## src/rtl/exu_oitf_ooo_pkg.sv

```systemverilog
// Shared constants and the ITAG width derivation for the out-of-order OITF.
package exu_oitf_ooo_pkg;

    localparam int RFIDX_WIDTH        = 5;
    localparam int OITF_DEPTH_DEFAULT = 4;

    // A single-entry FIFO still needs a 1-bit tag so every port stays non-zero width.
    function automatic int oitf_itag_w(input int depth);
        return (depth <= 2) ? 1 : $clog2(depth);
    endfunction

endpackage

```

## src/rtl/exu_oitf_ptr.sv

```systemverilog
// Wrapping circular-buffer pointer with a lap flag; used for both alloc and retire.
module exu_oitf_ptr
    import exu_oitf_ooo_pkg::*;
#(
    parameter int  DEPTH  = OITF_DEPTH_DEFAULT,
    localparam int ITAG_W = oitf_itag_w(DEPTH)
) (
    input  logic              clk,
    input  logic              rst,
    input  logic              flush,
    input  logic              inc,
    output logic [ITAG_W-1:0] ptr,
    output logic              flg
);

    localparam logic [ITAG_W-1:0] LAST = ITAG_W'(DEPTH - 1);

    logic [ITAG_W-1:0] ptr_q, ptr_d;
    logic              flg_q, flg_d;

    always_comb begin
        ptr_d = ptr_q;
        flg_d = flg_q;
        if (flush) begin
            ptr_d = '0;
            flg_d = 1'b0;
        end else if (inc) begin
            if (ptr_q == LAST) begin
                ptr_d = '0;
                flg_d = ~flg_q;
            end else begin
                ptr_d = ptr_q + ITAG_W'(1);
            end
        end
    end

    always_ff @(posedge clk or posedge rst) begin
        if (rst) begin
            ptr_q <= '0;
            flg_q <= 1'b0;
        end else begin
            ptr_q <= ptr_d;
            flg_q <= flg_d;
        end
    end

    assign ptr = ptr_q;
    assign flg = flg_q;

endmodule

```

## src/rtl/exu_oitf_ooo.sv

```systemverilog
// Outstanding-instruction track FIFO: in-order alloc/retire, out-of-order completion by ITAG.
// Optional macro OITF_FULL_BYPASS_EN lets a full FIFO accept a dispatch while its head retires.
module exu_oitf_ooo
    import exu_oitf_ooo_pkg::*;
#(
    parameter int  DEPTH   = OITF_DEPTH_DEFAULT,
    parameter int  NUM_CPL = 2,
    parameter int  RFIDX_W = RFIDX_WIDTH,
    localparam int ITAG_W  = oitf_itag_w(DEPTH)
) (
    input  logic                      clk,
    input  logic                      rst,
    input  logic                      flush,
    input  logic                      disp_valid,
    output logic                      disp_ready,
    input  logic                      disp_rs1en,
    input  logic                      disp_rs2en,
    input  logic                      disp_rdwen,
    input  logic [RFIDX_W-1:0]        disp_rs1idx,
    input  logic [RFIDX_W-1:0]        disp_rs2idx,
    input  logic [RFIDX_W-1:0]        disp_rdidx,
    output logic [ITAG_W-1:0]         disp_itag,
    output logic                      match_rs1,
    output logic                      match_rs2,
    output logic                      match_rd,
    input  logic [NUM_CPL-1:0]        cpl_valid,
    input  logic [NUM_CPL*ITAG_W-1:0] cpl_itag,
    output logic                      ret_valid,
    input  logic                      ret_ready,
    output logic [ITAG_W-1:0]         ret_itag,
    output logic [RFIDX_W-1:0]        ret_rdidx,
    output logic                      ret_rdwen,
    output logic                      oitf_empty,
    output logic                      oitf_full,
    output logic [ITAG_W:0]           oitf_count
);

    localparam int CW = ITAG_W + 1;

    logic [DEPTH-1:0]   vld_q, vld_d, done_q, done_d, rdwen_q, rdwen_d;
    logic [RFIDX_W-1:0] rdidx_q [DEPTH];
    logic [RFIDX_W-1:0] rdidx_d [DEPTH];
    logic [CW-1:0]      count_q, count_d;
    logic [ITAG_W-1:0]  alloc_ptr, ret_ptr;
    logic               alloc_flg, ret_flg;
    logic               disp_fire, ret_fire;

    exu_oitf_ptr #(.DEPTH(DEPTH)) u_alloc_ptr (
        .clk(clk), .rst(rst), .flush(flush), .inc(disp_fire), .ptr(alloc_ptr), .flg(alloc_flg)
    );

    exu_oitf_ptr #(.DEPTH(DEPTH)) u_ret_ptr (
        .clk(clk), .rst(rst), .flush(flush), .inc(ret_fire), .ptr(ret_ptr), .flg(ret_flg)
    );

    if (DEPTH == 1) begin : g_one
        // Both pointers sit at 0, so occupancy is simply the single valid bit.
        logic unused_flg;
        assign unused_flg = alloc_flg ^ ret_flg;
        assign oitf_empty = ~vld_q[0];
        assign oitf_full  = vld_q[0];
    end else begin : g_multi
        assign oitf_empty = (alloc_ptr == ret_ptr) && (alloc_flg == ret_flg);
        assign oitf_full  = (alloc_ptr == ret_ptr) && (alloc_flg != ret_flg);
    end

    assign ret_valid = vld_q[ret_ptr] & done_q[ret_ptr] & ~flush;
    assign ret_fire  = ret_valid & ret_ready;
    assign ret_itag  = ret_ptr;
    assign ret_rdidx = rdidx_q[ret_ptr];
    assign ret_rdwen = rdwen_q[ret_ptr];

`ifdef OITF_FULL_BYPASS_EN
    assign disp_ready = (~oitf_full | ret_fire) & ~flush;
`else
    assign disp_ready = ~oitf_full & ~flush;
`endif
    assign disp_fire  = disp_valid & disp_ready;
    assign disp_itag  = alloc_ptr;
    assign oitf_count = count_q;

    always_comb begin
        match_rs1 = 1'b0;
        match_rs2 = 1'b0;
        match_rd  = 1'b0;
        for (int e = 0; e < DEPTH; e++) begin
            if (vld_q[e] && rdwen_q[e]) begin
                match_rs1 = match_rs1 | (disp_rs1en & (rdidx_q[e] == disp_rs1idx));
                match_rs2 = match_rs2 | (disp_rs2en & (rdidx_q[e] == disp_rs2idx));
                match_rd  = match_rd  | (disp_rdwen & (rdidx_q[e] == disp_rdidx));
            end
        end
    end

    // Order matters: completion, then retire clears the head, then dispatch may reuse that slot.
    always_comb begin
        vld_d   = vld_q;
        done_d  = done_q;
        rdwen_d = rdwen_q;
        rdidx_d = rdidx_q;
        count_d = count_q + CW'(disp_fire) - CW'(ret_fire);
        for (int k = 0; k < NUM_CPL; k++) begin
            for (int e = 0; e < DEPTH; e++) begin
                if (cpl_valid[k] && (cpl_itag[k*ITAG_W +: ITAG_W] == ITAG_W'(e)))
                    done_d[e] = done_d[e] | vld_q[e];
            end
        end
        if (ret_fire) begin
            vld_d[ret_ptr]  = 1'b0;
            done_d[ret_ptr] = 1'b0;
        end
        if (disp_fire) begin
            vld_d[alloc_ptr]   = 1'b1;
            done_d[alloc_ptr]  = 1'b0;
            rdwen_d[alloc_ptr] = disp_rdwen;
            rdidx_d[alloc_ptr] = disp_rdidx;
        end
        if (flush) begin
            vld_d   = '0;
            done_d  = '0;
            count_d = '0;
        end
    end

    always_ff @(posedge clk or posedge rst) begin
        if (rst) begin
            vld_q   <= '0;
            done_q  <= '0;
            rdwen_q <= '0;
            count_q <= '0;
            for (int e = 0; e < DEPTH; e++) rdidx_q[e] <= '0;
        end else begin
            vld_q   <= vld_d;
            done_q  <= done_d;
            rdwen_q <= rdwen_d;
            count_q <= count_d;
            rdidx_q <= rdidx_d;
        end
    end

`ifndef SYNTHESIS
    for (genvar gi = 0; gi < NUM_CPL; gi++) begin : g_cpl_chk
        logic [ITAG_W-1:0] chk_tag;
        assign chk_tag = cpl_itag[gi*ITAG_W +: ITAG_W];
        a_cpl_live: assert property (@(posedge clk) disable iff (rst)
            (cpl_valid[gi] && !flush) |-> (vld_q[chk_tag] && !done_q[chk_tag]));
    end
`endif

endmodule

```

## config.mk

```make
export PLATFORM = sky130hd
export DESIGN_NAME = exu_oitf_ooo
export DESIGN_NICKNAME = d
export VERILOG_FILES = /design/src/rtl/exu_oitf_ooo_pkg.sv /design/src/rtl/exu_oitf_ptr.sv /design/src/rtl/exu_oitf_ooo.sv
export SDC_FILE = /design/constraint.sdc
export NUM_CORES = 1
export LEC_CHECK = 0
export ABC_CLOCK_PERIOD_IN_PS = 3800
export BUFFER_PORTS_ARGS = -buffer_cell sky130_fd_sc_hd__buf_2
export CAP_MARGIN = 20
export CELL_PAD_IN_SITES_DETAIL_PLACEMENT = 1
export CELL_PAD_IN_SITES_GLOBAL_PLACEMENT = 1
export CORE_UTILIZATION = 30
export CTS_CLUSTER_DIAMETER = 120
export CTS_CLUSTER_SIZE = 16
export DETAILED_ROUTE_END_ITERATION = 10
export GPL_ROUTABILITY_DRIVEN = 0
export PLACE_DENSITY = 0.63
export SYNTH_ARGS = -nofsm -noshare
export SYNTH_HDL_FRONTEND = slang
export SYNTH_SLANG_ARGS = --single-unit
```

## constraint.sdc

```tcl
create_clock -name clk -period 3.8 [get_ports clk]
set_input_delay 0.38 -clock clk [delete_from_list [all_inputs] [get_ports clk]]
set_output_delay 0.38 -clock clk [all_outputs]
set_load 0.01 [all_outputs]
```

# After elaboration in Yosys (flattened, before gate mapping)

Index checks and enable logic that the tools add are counted.

Bits in registers: 41
Bits of input ports: 29
Logic and storage cells: 173
Output and inout port bits: 20

Reductions and logical operators: 25
Magnitude comparators: 7
Equal/unequal tests: 23
Bitwise operators: 46
Multiplexer cells: 56
Add/subtract/negate cells: 4

Operators by type and width:

| cell                  | count |
|---|---|
| $eq A5 B5 Y1          | 12 |
| $mux W1               | 31 |
| $mux W4               | 6 |
| $bwmux W20            | 1 |
| $and A1 B1 Y1         | 17 |
| $logic_and A1 B1 Y1   | 17 |
| $or A1 B1 Y1          | 17 |
| $mux W5               | 3 |
| $and A4 B4 Y4         | 3 |
| $eq A2 B2 Y1 const B  | 6 |
| $mux W2               | 6 |
| $bmux W5 S2           | 1 |
| $demux W5 S2          | 1 |
| $not A4 Y4            | 2 |
| $reduce_bool A2 Y1    | 4 |
| $bmux W1 S2           | 3 |
| $ge A3 B3 Y1 const B  | 2 |
| $lt A2 B3 Y1 const B  | 2 |
| $not A2 Y3            | 2 |
| $add A2 B1 Y2 const B | 2 |
| $bwmux W4             | 1 |
| $demux W1 S2          | 2 |
| $eq A2 B1 Y1 const B  | 2 |
| $ge A2 B1 Y1 const B  | 2 |
| 11 further kinds      | 16 |

# Longest topological paths before layout

Gate-level depths: netlist of the first run.

Word-level depth: 10
Mapped depth: 12
Gate-level depth less buffers: 11

# Modules after synthesis

From an unflattened synthesis of the first run, not the netlist that was laid out.

Cells, all modules: 276
Area, all modules: 2880.3 µm²

By module, submodules not included:

| module       | seq. area each (µm²) | cells each | area an instance (µm²) | instances |
|---|---|---|---|---|
| exu_oitf_ooo | 875.8                | 250        | 2577.5                 | 1 |
| exu_oitf_ptr | 75.1                 | 13         | 151.4                  | 2 |

# Least setup slack after synthesis of the first run

OpenSTA, ideal clock, no wires.

Kind: reg-to-reg
Start: reg u_ret_ptr.ptr_q[1] (netlist: u_ret_ptr.ptr[1])
End: reg count_q[2] (netlist: oitf_count[2])
Data required time: 3.668 ns
Arrival: 2.586 ns
Path slack: 1.082 ns
Period minus slack after synthesis: 2.718 ns
Library setup time: 0.132 ns
Path buffers: 1
Cell stages (with the launch flop): 13
Cells stage by stage: dfrtp_1 > buf_6 > inv_4 > mux4_2 > nor2b_4 > nor2b_1 > ha_1 > inv_1 > ha_1 > inv_1 > fa_1 > xnor2_1 > nor2_1

Longest elaborated chain between the ends: 8
Elaborated cells between the ends (all ways): 15
Those cells by class: add/sub: 2; eq/ne: 1; mux: 5; bitwise: 6; reduce/logical: 1

RTL lines:

| what                   | RTL line            | text |
|---|---|---|
| from (decl)            | exu_oitf_ptr.sv:18  | `logic [ITAG_W-1:0] ptr_q, ptr_d;` |
| from (signal assigned) | exu_oitf_ptr.sv:42  | `ptr_q <= ptr_d;` |
| $eq A2 B2 Y1           | exu_oitf_ooo.sv:64  | `assign oitf_full = (alloc_ptr == ret_ptr) && (alloc_flg != ret_flg);` |
| $logic_and A1 B1 Y1    | exu_oitf_ooo.sv:64  |  |
| $not A1 Y1             | exu_oitf_ooo.sv:76  | `assign disp_ready = ~oitf_full & ~flush;` |
| $and A1 B1 Y1          | exu_oitf_ooo.sv:76  |  |
| $and A1 B1 Y1          | exu_oitf_ooo.sv:78  | `assign disp_fire = disp_valid & disp_ready;` |
| $add A3 B1 Y3          | exu_oitf_ooo.sv:101 | `count_d = count_q + CW'(disp_fire) - CW'(ret_fire);` |
| $sub A3 B1 Y3 (*)      | exu_oitf_ooo.sv:101 |  |
| $mux W3 (*)            | exu_oitf_ooo.sv:118 | `if (flush) begin` |
| via count_d[2]         | exu_oitf_ooo.sv:43  | `logic [CW-1:0] count_q, count_d;` |
| to (signal assigned)   | exu_oitf_ooo.sv:136 | `count_q <= count_d;` |
| to (decl)              | exu_oitf_ooo.sv:43  |  |

The timed path passes the listed nets; every way through them passes the cells marked *. The select of a mux whose other input is x is not followed.
A chain may end at the register's enable or synchronous reset.

# Final worst setup path of the first run

Start: reg u_ret_ptr.ptr_q[0] (netlist: u_ret_ptr.ptr[0])
End: reg count_q[2] (netlist: oitf_count[2])

The elaborated chain is that of the path after synthesis.

==> impl_metrics.ini, run 1 <==
[synth]
ys_seq_elements = 41
ys_types = 46
synth_nets = 322
synth_async_sr_flop_share = 1.00
avgSynthCellArea_um2 = 10.8
ys_seq_area_frac = 0.338
postSynthCellCount = 282
synthFlopType = dfrtp_1
ys_warn_count = 0
synth_edf_count = 0
netlist_area_um2 = 3030

[grt]
track_usage = 0.166
antenna_found_initial = 0
grt.overflow.total = 0
grt_max_degree = 42
grt_pass1_wl_mm = 12.8
grt_pass1_vias = 2279

[die]
start_util = 0.310
rows = 36
design.core.area_um2 = 9770
fp.dieW_um = 103
io_pins = 49
die_area_um2 = 10500
die_h_um = 103

[layout]
fill_cells = 1136
final_nets = 360
antenna_cells = 0
final_cell_mix = 48 x buf_2, 46 x xnor2_1, 41 x dfrtp_1, 17 x nand2_1, 15 x xor2_1
utilization = 0.351
syn2layout_area_growth_pct = 13.1
drive_above_1_share = 0.290
seq_area_um2 = 1030
multi_input_area_um2 = 1850
final_common_cell = buf_2

[min_path]
hold_class = primary input to asynchronous set/reset pin

[power]
p_per_area_nw_per_um2 = 399
clock_power_share = 0.214
switchingPower_uw = 482
p_sw_frac = 0.352
pwr-share-seq = 0.479
p_leak_uw = 0.00145
p_comb_frac = 0.308
p_int_uw = 887
peakVddDrop_mv = 0.155

[clock_tree]
htreeDepth = 2
hold_buffers = 0
cts_tree = built
post_cts_buffers = 0
ctsResizeCount = 0
numCtsBuffers = 5
clk_latency_ps = 300
clk_pin_slew_ps = 90
clock_sinks = 41
cts_root_buffer = clkbuf_8
cts_buffer_depth = 2

[drt]
vias_per_cell = 4.84
vias = 2196
drcViolationCount = 0
wl_per_cell_um = 17.9
firstDrtPassIters = 4
drtIter0Drc = 69
wirelength_mm = 8.11
postRouteAntennaNets = 0

[setup_path]
max_stage_delay_ps = 690
worst-setup-path-type = flop to flop
crit_fanout = 12
critPathArrivalTime_ps = 3130
cp_slowest_cell = dfrtp_1
cpMostUsedCell = inv_1
worstSetupStartpointType = flop
worstPathCellList = inv_1 > mux4_2 > nor2b_4 > nor2b_1 > ha_1 > inv_1 > ha_1 > inv_1 > fa_1 > xnor2_1 > nor2_1
critPathRequiredTime_ps = 3980
cp-end-kind = flop

[sta]
finalSetupViolCount = 0
rsz0062_at_grt = no
max-slew-margin-rel = 0.537
fin_crit_ps = 2950
hold_viol_final = 0
tightest_slew_ps = 695
finalCritPeriodShare = 0.776
fmax_mhz = 339
slew_viol_final = 0
tns_ps = 0
fin_skew_ps = 7.49

[outcome]
outcome = completed

[flow_run]
max-cap-violations = 0

[place]
io_buffers = 48
dp_hpwl_mm = 6.19
-- power groups by stage --
stage,combinational [uW],clock [uW],sequential (uW)
6_report,421,293,655
5_1_grt,462,313,668
4_1_cts,426,301,655
3_5_place_dp,425,0,661
3_3_place_gp,409,0,662
2_1_floorplan,335,0,611
-- worst max-delay path, delay by kind of cell, from the launching register on --
| family | cells | cell delay (ps) |
|---|---|---|
| XOR/XNOR | 1 | 160 |
| AND/OR/NAND/NOR | 3 | 450 |
| multiplexers | 1 | 460 |
| adder cells (fa/ha/maj) | 3 | 740 |
| flip-flops | 1 | 690 |
| buffers and inverters | 3 | 310 |
-- per-stage QoR --
step	worst slack [ps]	power, uW	cell area [um^2]	std cells	hold slack [ps]
after floorplan	1080	946	3030	282	494
after global routing	638	1440	3430	454	258
after CTS	815	1380	3430	454	232
after global placement	921	1070	3350	446	518
after detailed placement	845	1090	3350	446	535
final	850	1370	3430	454	208
-- final timing paths --
kind                                              startpoint                      end  slack [ps]  cells after the start
worst max-delay path            u_ret_ptr.ptr[0]$_DFFE_PP0P_  oitf_count[2]$_DFF_PP0_         850                     11
worst max register to register  u_ret_ptr.ptr[0]$_DFFE_PP0P_  oitf_count[2]$_DFF_PP0_         850                     11
max in group asynchronous                                rst  rdidx_q[16]$_DFFE_PP0P_        3230                      3
worst min-delay path                                     rst   rdwen_q[2]$_DFFE_PP0P_         210                      3
min in group clk                                  disp_rdwen   rdwen_q[2]$_DFFE_PP0P_         410                      2
worst min register to register        rdwen_q[1]$_DFFE_PP0P_   rdwen_q[1]$_DFFE_PP0P_         540                      1
-- final cells by class --
cell class,instances,share of cell area
well taps,133,0.0485
multi-input cells,209,0.540
clock inverters,2,0.00292
inverters,14,0.0161
flip-flops and latches,41,0.299
repair buffers,49,0.0722
clock buffers,6,0.0212
-- cells in the mapped netlist (3+ instances only) --
cell,n,area share
xnor2_1,46,0.13
dfrtp_1,41,0.34
nand2_1,17,0.021
xor2_1,15,0.043
inv_1,13,0.016
mux2_2,13,0.048
nor2_1,13,0.016
mux2_4,12,0.059
nor3_1,12,0.020
nand4_1,11,0.023
ha_1,10,0.041
a21oi_1,9,0.015
clkbuf_1,8,0.0099
o21ai_0,8,0.013
mux4_1,6,0.052
buf_2,5,0.0082
buf_6,3,0.011
nand2b_1,3,0.0062
nor2b_1,3,0.0062
o41a_1,3,0.011
-- sequential cells by signal, summed over array words and instances, names as in the netlist --
signal           count
done_q               4
oitf_count           3
rdidx_q             20
rdwen_q              4
u_alloc_ptr.flg      1
u_alloc_ptr.ptr      2
u_ret_ptr.flg        1
u_ret_ptr.ptr        2
vld_q                4
-- metal layers --
layer	GRT usage	vias to the layer above	wire length [um]
li1	-	1044	-
met1	0.238	1110	4000
met2	0.255	33	3760
met3	0.0210	9	187
met4	0.0582	0	165
met5	0	-	0
-- cell families (layout without fill, tap and decap cells) --
| kind of cell | Yosys count | after routing | share of synthesized area |
|---|---|---|---|
| xor+xnor | 64 | 64 | 0.192 |
| flops | 41 | 41 | 0.338 |
| simple gates | 70 | 70 | 0.119 |
| mux | 34 | 34 | 0.174 |
| compound gates | 30 | 30 | 0.0780 |
| buf+inv | 32 | 71 | 0.0512 |
| fa+ha+maj | 11 | 11 | 0.0479 |
No activity file was read; power rests on OpenSTA's default activity.
==> run 2, diff against run 1 <==
--- a/config.mk
+++ b/config.mk
@@ -5,7 +5,8 @@
 export SDC_FILE = /design/constraint.sdc
 export NUM_CORES = 1
 export LEC_CHECK = 0
-export ABC_CLOCK_PERIOD_IN_PS = 3800
+export ABC_AREA = 1
+export ABC_CLOCK_PERIOD_IN_PS = 2700
 export BUFFER_PORTS_ARGS = -buffer_cell sky130_fd_sc_hd__buf_2
 export CAP_MARGIN = 20
 export CELL_PAD_IN_SITES_DETAIL_PLACEMENT = 1
@@ -15,7 +16,7 @@
 export CTS_CLUSTER_SIZE = 16
 export DETAILED_ROUTE_END_ITERATION = 10
 export GPL_ROUTABILITY_DRIVEN = 0
-export PLACE_DENSITY = 0.63
+export PLACE_DENSITY = 0.69
 export SYNTH_ARGS = -nofsm -noshare
 export SYNTH_HDL_FRONTEND = slang
 export SYNTH_SLANG_ARGS = --single-unit
==> constraint.sdc (replaced) <==
create_clock -name clk -period 2.7 [get_ports clk]
set_input_delay 0.27 -clock clk [delete_from_list [all_inputs] [get_ports clk]]
set_output_delay 0.27 -clock clk [all_outputs]
set_load 0.01 [all_outputs]
==> run 2 against run 1 <==
Effect of this change:
- sequential power up 52%
- first-iteration DRC count rose to 4.2 times the previous value
- clock skew down 2.3 ps
- setup slack worse by 620 ps
- critical endpoint unchanged
==> impl_metrics.ini, run 2 <==
[outcome]
outcome = completed

[clock_tree]
ctsResizeCount = 0
cts_root_buffer = clkbuf_8
post_cts_buffers = 0
hold_buffers = 0
cts_tree = built
cts_buffer_depth = 2
numCtsBuffers = 5
clock_sinks = 41
clk_latency_ps = 300
htreeDepth = 2
clk_pin_slew_ps = 80

[sta]
slew_viol_final = 0
tightest_slew_ps = 547
fmax_mhz = 404
rsz0062_at_grt = no
finalCritPeriodShare = 0.916
finalSetupViolCount = 0
fin_crit_ps = 2470
max-slew-margin-rel = 0.636
tns_ps = 0
fin_skew_ps = 5.16
hold_viol_final = 0

[layout]
final_common_cell = nand2_1
final_cell_area_um2 = 3600
final_nets = 538
fill_cells = 1366
largest_reg_flops = 20
antenna_cells = 0
multi_input_area_um2 = 1820
regMostFlops = rdidx_q
drive_above_1_share = 0.175
final_cell_mix = 105 x nand2_1, 59 x nor2_1, 56 x inv_1, 48 x buf_2, 41 x dfrtp_1
syn2layout_area_growth_pct = 14.0
seq_area_um2 = 1030

[synth]
ys_types = 35
synth_commonest_cells = 105 x nand2_1, 59 x nor2_1, 56 x inv_1
ys_seq_area_frac = 0.325
synth_area_leaders = dfrtp_1 33%, nand2_1 12%, nor2_1 7.0%
synth_top_area_share = 0.325
netlist_area_um2 = 3160
synth_edf_count = 0
synth.most_common_cell = nand2_1
postSynthCellCount = 449
synth_async_sr_flop_share = 1.00
ys_seq_elements = 41
avgSynthCellArea_um2 = 7.03
ys_warn_count = 0
synth_top_cell_by_area = dfrtp_1
synthFlopType = dfrtp_1
synth_nets = 489

[die]
fp.dieW_um = 105
die_h_um = 105
start_util = 0.307
rows = 37
io_pins = 49
design.core.area_um2 = 10300
die_area_um2 = 10900

[setup_path]
cpMostUsedCell = inv_1
crit_fanout = 9
worstPathCellList = inv_2 > nand2_1 > nand3_1 > nand2_2 > nand3_1 > inv_1 > ha_1 > inv_1 > ha_1 > inv_1 > fa_1 > xor2_1 > nor2_1
cp-end-kind = flop
critPathArrivalTime_ps = 2660
max_stage_delay_ps = 570
cp_slowest_cell = dfrtp_1
critPathRequiredTime_ps = 2890
worstSetupStartpointType = flop
worst-setup-path-type = flop to flop

[power]
p_per_area_nw_per_um2 = 610
clock_power_share = 0.194
p_leak_uw = 0.00186
p_int_uw = 1250
p_comb_frac = 0.352
p_sw_frac = 0.428
peakVddDrop_mv = 0.212
switchingPower_uw = 939
pwr-share-seq = 0.453

[place]
io_buffers = 48
dp_hpwl_mm = 7.91
dpl_cell_area_um2 = 3510

[grt]
grt_max_degree = 42
grt_pass1_wl_mm = 16.6
grt.overflow.total = 0
grt_pass1_vias = 3092
track_usage = 0.192
antenna_found_initial = 0

[min_path]
hold_class = primary input to asynchronous set/reset pin

[drt]
drtIter0Drc = 291
vias = 3151
drcViolationCount = 0
wl_per_cell_um = 15.8
firstDrtPassIters = 4
postRouteAntennaNets = 0
wirelength_mm = 10.0
vias_per_cell = 4.97

[flow_run]
max-cap-violations = 0
[run 2: cell count changes after synthesis, moves of 10 or more]
cell and change:
o21ai_0 +13, mux2_4 -12, o22ai_1 +18, o21ai_2 +10
o21ai_1 +14, a21oi_1 +21, inv_1 +43, nand3_1 +19
nand2_1 +88, mux2_2 -13, nor2_1 +46, xnor2_1 -43
[run 2: logic make-up (layout without fill, tap and decap cells)]
logic type,count (synthesis),in the layout,share of synthesized area
compound gates,98,98,0.178
xor+xnor,13,13,0.0385
fa+ha+maj,11,11,0.0460
buf+inv,69,118,0.0995
flops,41,41,0.325
simple gates,217,217,0.312
[run 2: layer usage]
| layer | GRT usage | part of all wire | vias to the layer above |
|---|---|---|---|
| li1 | - | - | 1564 |
| met1 | 0.274 | 0.47 | 1507 |
| met2 | 0.302 | 0.46 | 70 |
| met3 | 0.0250 | 0.053 | 10 |
| met4 | 0.0531 | 0.013 | 0 |
| met5 | 0 | 0 | - |
[run 2: power groups by stage]
stage	logic, uW	clock network [uW]	registers, uW
after floorplan	563	0	910
after global placement	749	0	1000
after detailed placement	771	0	1000
after CTS	776	440	990
after global routing	877	463	1020
final	773	426	995
[run 2: final timing paths]
path | from | to | slack [ps] | depth (start not counted)
worst max register to register | u_ret_ptr.ptr[0]$_DFFE_PP0P_ | oitf_count[2]$_DFF_PP0_ | 230 | 13
max in group asynchronous | rst | vld_q[1]$_DFF_PP0_ | 2240 | 3
worst max-delay path | u_ret_ptr.ptr[0]$_DFFE_PP0P_ | oitf_count[2]$_DFF_PP0_ | 230 | 13
min in group clk | flush | vld_q[3]$_DFF_PP0_ | 300 | 2
worst min register to register | rdwen_q[0]$_DFFE_PP0P_ | rdwen_q[0]$_DFFE_PP0P_ | 560 | 2
worst min-delay path | rst | rdidx_q[2]$_DFFE_PP0P_ | 100 | 3
[run 2: critical path, delay by kind of cell, from the launching register on]
kind / cells / cell delay (ps)
fa+ha+maj: 3 / 740
xor+xnor: 1 / 160
flops: 1 / 570
simple gates: 5 / 490
buf+inv: 4 / 400
[run 2: metrics by stage]
step / instances / power, uW / worst slack [ps] / hold WS [ps] / util
after detailed placement: 627 / 1770 / 239 / 445 / 0.341
after CTS: 634 / 2210 / 224 / 111 / 0.350
final: 634 / 2190 / 226 / 98.8 / 0.350
after global routing: 634 / 2360 / 60.1 / 162 / 0.350
after floorplan: 449 / 1470 / 436 / 451 / -
after global placement: 627 / 1750 / 329 / 432 / 0.341
[run 2: area by class of cell]
| type | instances | area share |
|---|---|---|
| Multi-Input combinational cell | 339 | 0.505 |
| Clock buffer | 6 | 0.0230 |
| Clock inverter | 1 | 0.00209 |
| Tap cell | 136 | 0.0473 |
| Inverter | 58 | 0.0605 |
| Timing Repair Buffer | 53 | 0.0772 |
| Sequential cell | 41 | 0.285 |
==> run 3, diff against run 2 <==
--- a/config.mk
+++ b/config.mk
@@ -11,12 +11,13 @@
 export CAP_MARGIN = 20
 export CELL_PAD_IN_SITES_DETAIL_PLACEMENT = 1
 export CELL_PAD_IN_SITES_GLOBAL_PLACEMENT = 1
-export CORE_UTILIZATION = 30
+export CORE_ASPECT_RATIO = 1.2
+export CORE_UTILIZATION = 37
 export CTS_CLUSTER_DIAMETER = 120
 export CTS_CLUSTER_SIZE = 16
 export DETAILED_ROUTE_END_ITERATION = 10
 export GPL_ROUTABILITY_DRIVEN = 0
-export PLACE_DENSITY = 0.69
+export PLACE_DENSITY = 0.81
 export SYNTH_ARGS = -nofsm -noshare
 export SYNTH_HDL_FRONTEND = slang
 export SYNTH_SLANG_ARGS = --single-unit
==> run 3 against run 2 <==
Effect of this change:
- critical path type unchanged
- first-iteration DRC count decreased by 46%
- highest routed layer unchanged
- count of clock-buffer cells in the layout stayed put
- register-to-register slack improved by 20 ps
- global-route usage grew 6.4 points
- setup slack improved by 23 ps
- utilization rose by 8.5 points
- critical path depth is 3 lower
- die area is 19% lower
- via count up 2.5%
- non-clock buffer count increased by 1
==> impl_metrics.ini, run 3 (synthesis results as in run 2) <==
[outcome]
outcome = completed

[sta]
fin_crit_ps = 2450
tightest_slew_ps = 537
max-slew-margin-rel = 0.642
fmax_mhz = 408
tns_ps = 0
fin_skew_ps = 5.14
finalCritPeriodShare = 0.908
slew_viol_final = 0
rsz0062_at_grt = no
hold_viol_final = 0
finalSetupViolCount = 0

[clock_tree]
cts_root_buffer = clkbuf_8
cts_tree = built
htreeDepth = 2
numCtsBuffers = 5
hold_buffers = 0
cts_buffer_depth = 2
clock_sinks = 41
post_cts_buffers = 0
clk_latency_ps = 300
clk_pin_slew_ps = 80
ctsResizeCount = 0

[power]
switchingPower_uw = 959
p_per_area_nw_per_um2 = 613
p_int_uw = 1230
p_sw_frac = 0.438
clock_power_share = 0.183
p_comb_frac = 0.354
p_leak_uw = 0.00187
peakVddDrop_mv = 0.327
pwr-share-seq = 0.463

[place]
numPlacedInstances = 606
dp_hpwl_mm = 7.88
io_buffers = 48

[layout]
antenna_cells = 0
multi_input_area_um2 = 1820
regMostFlops = rdidx_q
final_cell_mix = 105 x nand2_1, 59 x nor2_1, 56 x inv_1, 48 x buf_2, 41 x dfrtp_1
seq_area_um2 = 1030
fill_cells = 1114
drive_above_1_share = 0.176
largest_reg_flops = 20
syn2layout_area_growth_pct = 13.1
instances_no_fill = 614
final_common_cell = nand2_1
final_nets = 539

[setup_path]
crit_fanout = 10
critPathArrivalTime_ps = 2630
critPathRequiredTime_ps = 2880
worst-setup-path-type = flop to flop
worstReg2RegStart = u_ret_ptr.ptr[0]$_DFFE_PP0P_
cp-end-kind = flop
worstSetupStartpointType = flop
rrSetupSlack_ps = 250
rr_worst_depth = 10
reg2reg_to = oitf_count[2]$_DFF_PP0_

[grt]
grt_pass1_vias = 3447
grt_pass1_wl_mm = 17.4
antenna_found_initial = 0
grt_max_degree = 42
track_usage = 0.256
grt.overflow.total = 0

[drt]
vias_per_cell = 5.26
wirelength_mm = 10.3
firstDrtPassIters = 4
drtIter0Drc = 157
postRouteAntennaNets = 0
drcViolationCount = 0
wl_per_cell_um = 16.7
vias = 3230

[die]
die_h_um = 103
start_util = 0.385
die_area_um2 = 8900
fp.dieW_um = 86.3
design.core.area_um2 = 8200
io_pins = 49
rows = 36

[flow_run]
max-cap-violations = 0

[min_path]
hold_class = primary input to asynchronous set/reset pin
## run 3: changes by cell type in the layout (fill, tap and decap cells not counted)
cell        before  now
buf_4            5    6
clkbuf_8         6    5
clkinv_2         0    2
clkinvlp_4       1    0
clkbuf_1         0    1
## run 3: layout make-up
class,count,share of cell area
Multi-Input combinational cell,339,0.509
Sequential cell,41,0.287
Timing Repair Buffer,54,0.0799
Inverter,58,0.0610
Tap cell,114,0.0400
Clock buffer,6,0.0203
Clock inverter,2,0.00280
## run 3: how the worst max path moves through the flow
stage / from / to / slack (ps)
6_report: u_ret_ptr.ptr[0]$_DFFE_PP0P_ / oitf_count[2]$_DFF_PP0_ / 250
4_1_cts: u_ret_ptr.ptr[0]$_DFFE_PP0P_ / oitf_count[2]$_DFF_PP0_ / 230
3_3_place_gp: u_ret_ptr.ptr[0]$_DFFE_PP0P_ / oitf_count[2]$_DFF_PP0_ / 330
3_5_place_dp: u_ret_ptr.ptr[0]$_DFFE_PP0P_ / oitf_count[2]$_DFF_PP0_ / 240
5_1_grt: u_ret_ptr.ptr[0]$_DFFE_PP0P_ / oitf_count[2]$_DFF_PP0_ / 50
2_1_floorplan: u_ret_ptr.ptr[0]$_DFFE_PP0P_ / oitf_count[2]$_DFF_PP0_ / 440
## run 3: metal layers
| layer | global-route usage | vias up | wire, um |
|---|---|---|---|
| li1 | - | 1569 | - |
| met1 | 0.304 | 1573 | 4390 |
| met2 | 0.474 | 71 | 5260 |
| met3 | 0.0272 | 17 | 333 |
| met4 | 0.0962 | 0 | 275 |
| met5 | 0 | - | 0 |
## run 3: worst max-delay path: stages (launching register included)
cell     delay [ps]
dfrtp_1         510
xnor2_1         380
nand3_4         220
nand3_1         170
ha_1            240
inv_1            60
ha_1            130
inv_1            40
fa_1            370
xor2_1          160
nor2_1           60
## run 3: stage by stage
stage / setup WS, ps / total power [uW] / util / area (um^2) / hold WS, ps
after floorplan: 436 / 1470 / - / 3160 / 451
after global placement: 335 / 1750 / 0.425 / 3490 / 431
after detailed placement: 237 / 1790 / 0.425 / 3490 / 438
after CTS: 225 / 2200 / 0.435 / 3570 / 115
after global routing: 53.8 / 2340 / 0.435 / 3570 / 152
final: 249 / 2190 / 0.435 / 3570 / 90.5
## run 3: power by group through the flow
stage | sequential (uW) | clock (uW) | combinational (uW)
CTS | 1010 | 411 | 777
detailed placement | 1020 | 0 | 774
global route | 1040 | 433 | 875
global placement | 1020 | 0 | 737
finish | 1010 | 401 | 774
floorplan | 910 | 0 | 563
